==> config.mk <==
export PLATFORM = sky130hd
export DESIGN_NAME = stamp_board_flat
export DESIGN_NICKNAME = d
export VERILOG_FILES = /design/src/rtl/stamp_board_pkg.sv /design/src/rtl/stamp_board_if.sv /design/src/rtl/stamp_hazard_check.sv /design/src/rtl/stamp_board.sv /design/src/flat_wrapper.sv
export SDC_FILE = /design/constraint.sdc
export NUM_CORES = 2
export LEC_CHECK = 0
export ABC_CLOCK_PERIOD_IN_PS = 64000
export CORE_AREA = 2 2 417 419
export CTS_CLUSTER_DIAMETER = 50
export DETAILED_ROUTE_END_ITERATION = 16
export DIE_AREA = 0 0 419 421
export MAX_ROUTING_LAYER = met4
export PLACE_DENSITY = 0.55
export SLEW_MARGIN = 20
export SYNTH_ARGS = -nofsm -noshare
export SYNTH_HDL_FRONTEND = slang
export SYNTH_HIERARCHICAL = 1
export SYNTH_SLANG_ARGS = --single-unit
export TNS_END_PERCENT = 10
==> constraint.sdc <==
create_clock -name clk -period 64 [get_ports clk]
set_clock_uncertainty 0.1 [all_clocks]
set_input_delay 6.4 -clock clk [delete_from_list [all_inputs] [get_ports clk]]
set_output_delay 6.4 -clock clk [all_outputs]
set_load 0.005 [all_outputs]
==> src/rtl/stamp_board_pkg.sv <==
// Shared types, field positions and start codes for the stamp board.
// Imported by the window, its hazard checker and the bus interface.
package stamp_pkg;

  localparam int DEPTH  = 8;
  localparam int WORD_W = 88;

  localparam int OP_LSB    = 82;
  localparam int OP_W      = 6;
  localparam int SRC1_LSB  = 77;
  localparam int SRC2_LSB  = 72;
  localparam int DEST_LSB  = 67;
  localparam int REG_W     = 5;
  localparam int IMM_LSB   = 35;
  localparam int IMM_W     = 32;
  localparam int TAKE_LSB  = 30;
  localparam int TAKE_W    = 5;
  localparam int STAMP_LSB = 0;
  localparam int STAMP_W   = 3;

  localparam logic [2:0] START_NONE = 3'b000;
  localparam logic [2:0] START_EXEC = 3'b100;
  localparam logic [2:0] START_WB   = 3'b001;

  localparam int STAMP_EXEC_BIT = 2;
  localparam int STAMP_WB_BIT   = 0;

  typedef logic [WORD_W-1:0]  word_t;
  typedef logic [STAMP_W-1:0] stamp_t;
  typedef logic [REG_W-1:0]   reg_t;

  function automatic reg_t f_src1(input word_t w);
    return w[SRC1_LSB +: REG_W];
  endfunction

  function automatic reg_t f_src2(input word_t w);
    return w[SRC2_LSB +: REG_W];
  endfunction

  function automatic reg_t f_dest(input word_t w);
    return w[DEST_LSB +: REG_W];
  endfunction

  function automatic stamp_t f_stamp(input word_t w);
    return w[STAMP_LSB +: STAMP_W];
  endfunction

  // Entry form of a word: take index and stamp start cleared.
  function automatic word_t f_clear(input word_t w);
    word_t r;
    r = w;
    r[TAKE_LSB +: TAKE_W]   = '0;
    r[STAMP_LSB +: STAMP_W] = '0;
    return r;
  endfunction

  // Younger word y depends on older word o through a nonzero register.
  function automatic logic f_dep(input word_t o, input word_t y);
    reg_t d;
    d = f_dest(o);
    return (d != '0) && ((d == f_src1(y)) || (d == f_src2(y)));
  endfunction

endpackage

==> src/rtl/stamp_board_if.sv <==
// Decode, execution-unit and retire buses of the stamp board.
// slave is the board side, master the environment side.
interface stamp_board_if #(
  parameter int NUM_UNITS = 2
);
  import stamp_pkg::*;

  logic [WORD_W-1:0]                 instr_in;
  logic                              instr_valid;
  logic                              instr_ready;
  logic                              flush;
  logic [3*DEPTH-1:0]                reg_start_flat;
  logic [WORD_W*DEPTH-1:0]           reg_out_flat;
  logic [NUM_UNITS*3*DEPTH-1:0]      stamp_flat;
  logic [NUM_UNITS*DEPTH-1:0]        stamp_in;
  logic [NUM_UNITS*TAKE_W*DEPTH-1:0] take_flat;
  logic [NUM_UNITS*DEPTH-1:0]        take_in;
  logic                              retire_valid;
  logic [WORD_W-1:0]                 retire_word;
  logic [3:0]                        occupancy;

  modport slave (
    input  instr_in, instr_valid, flush,
    input  stamp_flat, stamp_in, take_flat, take_in,
    output instr_ready, reg_start_flat, reg_out_flat,
    output retire_valid, retire_word, occupancy
  );

  modport master (
    output instr_in, instr_valid, flush,
    output stamp_flat, stamp_in, take_flat, take_in,
    input  instr_ready, reg_start_flat, reg_out_flat,
    input  retire_valid, retire_word, occupancy
  );

endinterface

==> src/rtl/stamp_hazard_check.sv <==
// Start-code generation for every slot of the window.
// Slot 7 is oldest; only older valid slots can block a younger one.
module stamp_hazard_check
  import stamp_pkg::*;
(
  input  word_t [DEPTH-1:0]      i_word,
  input  logic  [DEPTH-1:0]      i_valid,
  output logic  [DEPTH-1:0][2:0] o_start
);

  logic [DEPTH-1:0] w_hazard;
  logic [DEPTH-1:0] w_older_wb;
  logic [DEPTH-1:0] w_exec;
  logic [DEPTH-1:0] w_wb;

  always_comb begin
    w_hazard   = '0;
    w_older_wb = '1;
    w_exec     = '0;
    w_wb       = '0;
    o_start    = '0;
    for (int i = 0; i < DEPTH; i++) begin
      for (int j = i + 1; j < DEPTH; j++) begin
        if (i_valid[j] && !i_word[j][STAMP_WB_BIT]) begin
          w_older_wb[i] = 1'b0;
          if (f_dep(i_word[j], i_word[i]))
            w_hazard[i] = 1'b1;
        end
      end
      w_exec[i] = i_valid[i] && (f_stamp(i_word[i]) == '0) &&
                  !w_hazard[i];
      // Bit 1 is reserved and deliberately ignored here.
      w_wb[i] = i_valid[i] && i_word[i][STAMP_EXEC_BIT] &&
                !i_word[i][STAMP_WB_BIT] && w_older_wb[i];
      unique case (1'b1)
        w_exec[i]: o_start[i] = START_EXEC;
        w_wb[i]:   o_start[i] = START_WB;
        default:   o_start[i] = START_NONE;
      endcase
    end
  end

endmodule

==> src/rtl/stamp_board.sv <==
// Eight-slot in-order window owning the stamp protocol.
// Merges unit stamp/take strobes, retires oldest-first from slot 7.
module stamp_board
  import stamp_pkg::*;
#(
  parameter int NUM_UNITS = 2
) (
  input  logic          clk,
  input  logic          rst,
  stamp_board_if.slave  bus
);

  word_t [DEPTH-1:0]      r_word;
  logic  [3:0]            r_occ;
  logic                   r_ret_valid;
  word_t                  r_ret_word;

  word_t [DEPTH-1:0]      w_merged;
  word_t [DEPTH-1:0]      w_next;
  logic  [DEPTH-1:0]      w_valid;
  logic  [DEPTH-1:0][2:0] w_start;
  logic  [3:0]            w_occ_ret;
  logic  [3:0]            w_occ_next;
  logic                   w_retire;
  logic                   w_ready;
  logic                   w_enq;

  always_comb begin
    w_valid = '0;
    for (int k = 0; k < DEPTH; k++)
      w_valid[k] = (k + int'(r_occ)) >= DEPTH;
  end

  assign w_retire  = w_valid[DEPTH-1] &&
                     r_word[DEPTH-1][STAMP_EXEC_BIT] &&
                     r_word[DEPTH-1][STAMP_WB_BIT];
  assign w_ready   = (r_occ < 4'(DEPTH)) || w_retire;
  assign w_enq     = bus.instr_valid && w_ready;
  assign w_occ_ret = r_occ - {3'b000, w_retire};

  // Strobes address pre-shift slots; lowest unit wins the take field.
  always_comb begin
    w_merged = r_word;
    for (int i = 0; i < DEPTH; i++) begin
      if (w_valid[i]) begin
        for (int u = 0; u < NUM_UNITS; u++) begin
          if (bus.stamp_in[u*DEPTH+i])
            w_merged[i][STAMP_LSB +: STAMP_W] |=
              bus.stamp_flat[(u*DEPTH+i)*STAMP_W +: STAMP_W];
        end
        for (int u = NUM_UNITS - 1; u >= 0; u--) begin
          if (bus.take_in[u*DEPTH+i])
            w_merged[i][TAKE_LSB +: TAKE_W] =
              bus.take_flat[(u*DEPTH+i)*TAKE_W +: TAKE_W];
        end
      end
    end
  end

  always_comb begin
    w_next = w_merged;
    if (w_retire) begin
      w_next[0] = '0;
      for (int k = 1; k < DEPTH; k++)
        w_next[k] = w_merged[k-1];
    end
    if (w_enq) begin
      for (int k = 0; k < DEPTH; k++) begin
        if (k + int'(w_occ_ret) == DEPTH - 1)
          w_next[k] = f_clear(bus.instr_in);
      end
    end
    w_occ_next = w_occ_ret + {3'b000, w_enq};
  end

  always_ff @(posedge clk or posedge rst) begin
    if (rst) begin
      r_word      <= '0;
      r_occ       <= '0;
      r_ret_valid <= 1'b0;
      r_ret_word  <= '0;
    end else if (bus.flush) begin
      r_word      <= '0;
      r_occ       <= '0;
      r_ret_valid <= 1'b0;
    end else begin
      r_word      <= w_next;
      r_occ       <= w_occ_next;
      r_ret_valid <= w_retire;
      if (w_retire)
        r_ret_word <= r_word[DEPTH-1];
    end
  end

  stamp_hazard_check u_hazard (
    .i_word  (r_word),
    .i_valid (w_valid),
    .o_start (w_start)
  );

  always_comb begin
    bus.reg_out_flat   = '0;
    bus.reg_start_flat = '0;
    for (int k = 0; k < DEPTH; k++) begin
      if (w_valid[k])
        bus.reg_out_flat[k*WORD_W +: WORD_W] = r_word[k];
      bus.reg_start_flat[k*3 +: 3] = w_start[k];
    end
  end

  assign bus.instr_ready  = w_ready;
  assign bus.occupancy    = r_occ;
  assign bus.retire_valid = r_ret_valid;
  assign bus.retire_word  = r_ret_word;

endmodule

==> src/flat_wrapper.sv <==
// flat-port wrapper written by rule: the top's interface ports become plain ports
module stamp_board_flat import stamp_pkg::*;
#(
  parameter int NUM_UNITS = 2
)
  (clk, rst, bus_instr_in, bus_instr_valid, bus_flush, bus_stamp_flat, bus_stamp_in, bus_take_flat, bus_take_in, bus_instr_ready, bus_reg_start_flat, bus_reg_out_flat, bus_retire_valid, bus_retire_word, bus_occupancy);
  stamp_board_if #(.NUM_UNITS(NUM_UNITS)) bus_i ();
  input  logic clk;
  input  logic rst;
  input wire logic [$bits(bus_i.instr_in)-1:0] bus_instr_in;
  input wire logic [$bits(bus_i.instr_valid)-1:0] bus_instr_valid;
  input wire logic [$bits(bus_i.flush)-1:0] bus_flush;
  input wire logic [$bits(bus_i.stamp_flat)-1:0] bus_stamp_flat;
  input wire logic [$bits(bus_i.stamp_in)-1:0] bus_stamp_in;
  input wire logic [$bits(bus_i.take_flat)-1:0] bus_take_flat;
  input wire logic [$bits(bus_i.take_in)-1:0] bus_take_in;
  output wire logic [$bits(bus_i.instr_ready)-1:0] bus_instr_ready;
  output wire logic [$bits(bus_i.reg_start_flat)-1:0] bus_reg_start_flat;
  output wire logic [$bits(bus_i.reg_out_flat)-1:0] bus_reg_out_flat;
  output wire logic [$bits(bus_i.retire_valid)-1:0] bus_retire_valid;
  output wire logic [$bits(bus_i.retire_word)-1:0] bus_retire_word;
  output wire logic [$bits(bus_i.occupancy)-1:0] bus_occupancy;
  assign bus_i.instr_in = bus_instr_in;
  assign bus_i.instr_valid = bus_instr_valid;
  assign bus_i.flush = bus_flush;
  assign bus_i.stamp_flat = bus_stamp_flat;
  assign bus_i.stamp_in = bus_stamp_in;
  assign bus_i.take_flat = bus_take_flat;
  assign bus_i.take_in = bus_take_in;
  assign bus_instr_ready = bus_i.instr_ready;
  assign bus_reg_start_flat = bus_i.reg_start_flat;
  assign bus_reg_out_flat = bus_i.reg_out_flat;
  assign bus_retire_valid = bus_i.retire_valid;
  assign bus_retire_word = bus_i.retire_word;
  assign bus_occupancy = bus_i.occupancy;
  stamp_board #(.NUM_UNITS(NUM_UNITS)) u_core (.clk(clk), .rst(rst), .bus(bus_i));
endmodule
==> impl_metrics.csv <==
group,metric,value,unit
synth,synth-main-ff-cell,"dfrtp_1",
global_route,grt_pass1_wl,345.3,mm
sta,finalWorstSetupSlack,51.51,ns
floorplan,io_pins,1074,
routing,wl_per_cell,28.24,um
routing,drt_wl_total,240.6,mm
global_route,grt_pass1_vias,45910,
cells_and_area,nets,6339,
routing,dr.pass1.iters,6,
synth,synth_largest_area_cell,"dfrtp_1",
placement,pre_cts_ws,52.35,ns
sta,slew_headroom,0.2093,
global_route,grt_max_degree,167,
synth,synthCells,5450,
sta,tightest_slew,1.156,ns
pwr,p_leak,25.35,nW
cts,hold_buffers,0,
synth,yosys_warnings,6,
critical_path,critPathArrivalTime,5.99,ns
floorplan,die_height,421,um
synth,synth_most_common_cell,"nand2_1",
synth,avgSynthCellArea,8.813,um^2
global_route,antenna_found_initial,10,
global_route,grt_use_total,0.2705,
critical_path,path_class,"reg -> out",
critical_path,start_kind,"register",
placement,placedInstanceArea,59150,um^2
routing,antenna_left,0,
sta,min_period_over_period,0.1952,
cells_and_area,drive_above_1_share,0.08379,
sta,fmax,0.08005,GHz
sta,holdWs,0.3675,ns
floorplan,floorplan.initialDensity,0.2785,
cells_and_area,syn_to_final_growth,32.59,%
cts,post-cts-setup-buffers,0,
synth,yosysTopAreaCellShare,0.4152,
sta,drv_slew,0,
routing,viasPerCell,5.558,
status,status,"complete, no violations",
routing,drc,0,
pwr,report.power.total,1.747,mW
sta,setup_viol,0,
critical_path,cp.required,57.50,ns
cts,cts_made_buffers,130,
sta,hold_violations,0,
floorplan,die_area,176400,um^2
pwr,ir_drop,0.00002779,V
placement,dp_hpwl,158.8,mm
synth,netlist_area,48030,um^2
floorplan,dieWidth,419,um
synth,synth_commonest_cells,"nand2_1, dfrtp_1, and2_1",
synth,synth.area.top_cells,"dfrtp_1, and2_1, nand2_1",
placement,numPortBuffers,1057,
floorplan,core-area,172500,um^2
global_route,gr-total-overflow,0,
cells_and_area,final_cell_area,63680,um^2
critical_path,endpoint_kind,"output pin",
worst_hold_path,hold_class,"reg -> reg",
pwr,p_per_area,27.43,nW/um^2
job,cap_violations,0,
cts,cts_tree,"done",
routing,first_iter_violations,4976,
cts,clk_latency,0.79,ns
cts,cts_resized,0,
sta,fin_crit,12.49,ns
routing,vias,47360,
sta,rsz0062_at_grt,"no",
synth,synth_cell_types,70,
synth,async_reset_ff_frac,1.000,
cts,cts_root_buf,"clkbuf_16",
synth,synth-edff-count,0,
cts,clock_tree.htree_level_count,4,
critical_path,crit_fanout,52,
cts,clock_sinks,797,
synth,synth-seq-cells,797,
synth,seq_area_frac_synth,0.4152,
cts,path_clk_slew,0.05,ns
floorplan,num_rows,153,
placement,gp_congestion,0.9237,
cts,clock_path_buffers,3,
sta,finalSetupTns,0,ns
==> layer usage <==
metal	vias up	part of all wire	global-route usage
met2	2328	0.47	0.4205
met5	-	0	-
met4	0	0.057	0.1403
met3	442	0.068	0.04878
li1	20420	-	-
met1	24170	0.41	0.3345
==> worst max-delay path, cell delays in order (launching register included) <==
cell             delay, ns
dfrtp_4               0.71
nor2_1                0.41
inv_4                 0.31
a31oi_2               0.57
clkinv_2              0.72
nor2b_1               0.46
o21ai_1               0.37
o22ai_1               0.17
nor4_1                0.82
clkdlybuf4s50_1       0.65
==> per-stage QoR <==
| step | std cells | utilization |
|---|---|---|
| detailed placement | 8271 | 0.3429 |
| global route | 8514 | 0.3691 |
| floorplan | 5457 | - |
| global placement | 8271 | 0.3429 |
| finish | 8520 | 0.3692 |
| CTS | 8507 | 0.3690 |
==> power by group <==
group | switching [mW] | leakage (nW) | internal [mW] | total (mW)
Combinational | 0.289 | 12.2 | 0.132 | 0.421
Clock | 0.281 | 2.17 | 0.461 | 0.743
Sequential | 0.0423 | 11.0 | 0.541 | 0.583
Total | 0.613 | 25.3 | 1.13 | 1.75
==> final cells by class <==
cell class                      instances  area, um^2
Fill cell                           17500      108800
Clock inverter                         70       858.3
Clock buffer                          166        3645
Timing Repair Buffer                 1151       11340
Inverter                               16       78.83
Antenna cell                           13       32.53
Multi-Input combinational cell       3982       24870
Sequential cell                       797       19950
Tap cell                             2325        2909
==> flip-flops by register name (all words and copies together) (netlist names) <==
register	cells
u_core/bus.occupancy	4
u_core/bus.retire_valid	1
u_core/bus.retire_word	88
u_core/r_word	704
==> kinds of logic (layout without fill, tap and decap cells) <==
kind of cell             count (synthesis)  in the layout  share of synthesized area
AND/OR/NAND/NOR                       2691           2691                     0.2704
AO/OA/AOI/OAI                          898            898                     0.1681
flip-flops                             797            797                     0.4152
buffers and inverters                  678           1403                    0.07070
XOR/XNOR                               285            285                    0.05197
multiplexers                            91             91                    0.02123
adder cells (fa/ha/maj)                  9              9                   0.002345
other                                    1             21                 0.00007808
==> cell usage in the layout (no fill, tap or decap), types with 13 or more instances in the layout <==
| master | n |
|---|---|
| a21oi_1 | 39 |
| clkinv_2 | 21 |
| nand3_1 | 29 |
| nand2_1 | 1143 |
| a22o_1 | 129 |
| clkbuf_16 | 135 |
| a311oi_1 | 486 |
| buf_4 | 90 |
| bufinv_16 | 14 |
| xnor2_1 | 74 |
| xor2_1 | 211 |
| clkbuf_1 | 16 |
| diode_2 | 13 |
| clkdlybuf4s50_1 | 1056 |
| and2_1 | 721 |
| nor4_1 | 13 |
| a22oi_1 | 36 |
| nor2_1 | 85 |
| dfrtp_1 | 796 |
| a2111oi_0 | 31 |
| a221oi_1 | 13 |
| a311oi_2 | 74 |
| o22ai_1 | 13 |
| nor2b_1 | 16 |
| mux2_2 | 87 |
| clkinvlp_4 | 17 |
| clkbuf_8 | 15 |
| nor3_1 | 628 |
==> path summary, 6_finish.rpt <==
kind                                            from                         to  slack (ns)  cells after the start
hold reg to reg            u_core/bus.retire_word[2]  u_core/bus.retire_word[2]        0.37                      1
max in group asynchronous                        rst         u_core/r_word[568]       54.48                      5
min in group asynchronous                        rst    u_core/bus.retire_valid        5.99                      2
setup / recovery             u_core/bus.occupancy[3]      bus_reg_start_flat[5]       51.51                      9
setup reg to reg             u_core/bus.occupancy[2]         u_core/r_word[478]       56.38                     15
hold / removal             u_core/bus.retire_word[2]  u_core/bus.retire_word[2]        0.37                      1
No activity file was read; power rests on OpenSTA's default activity.
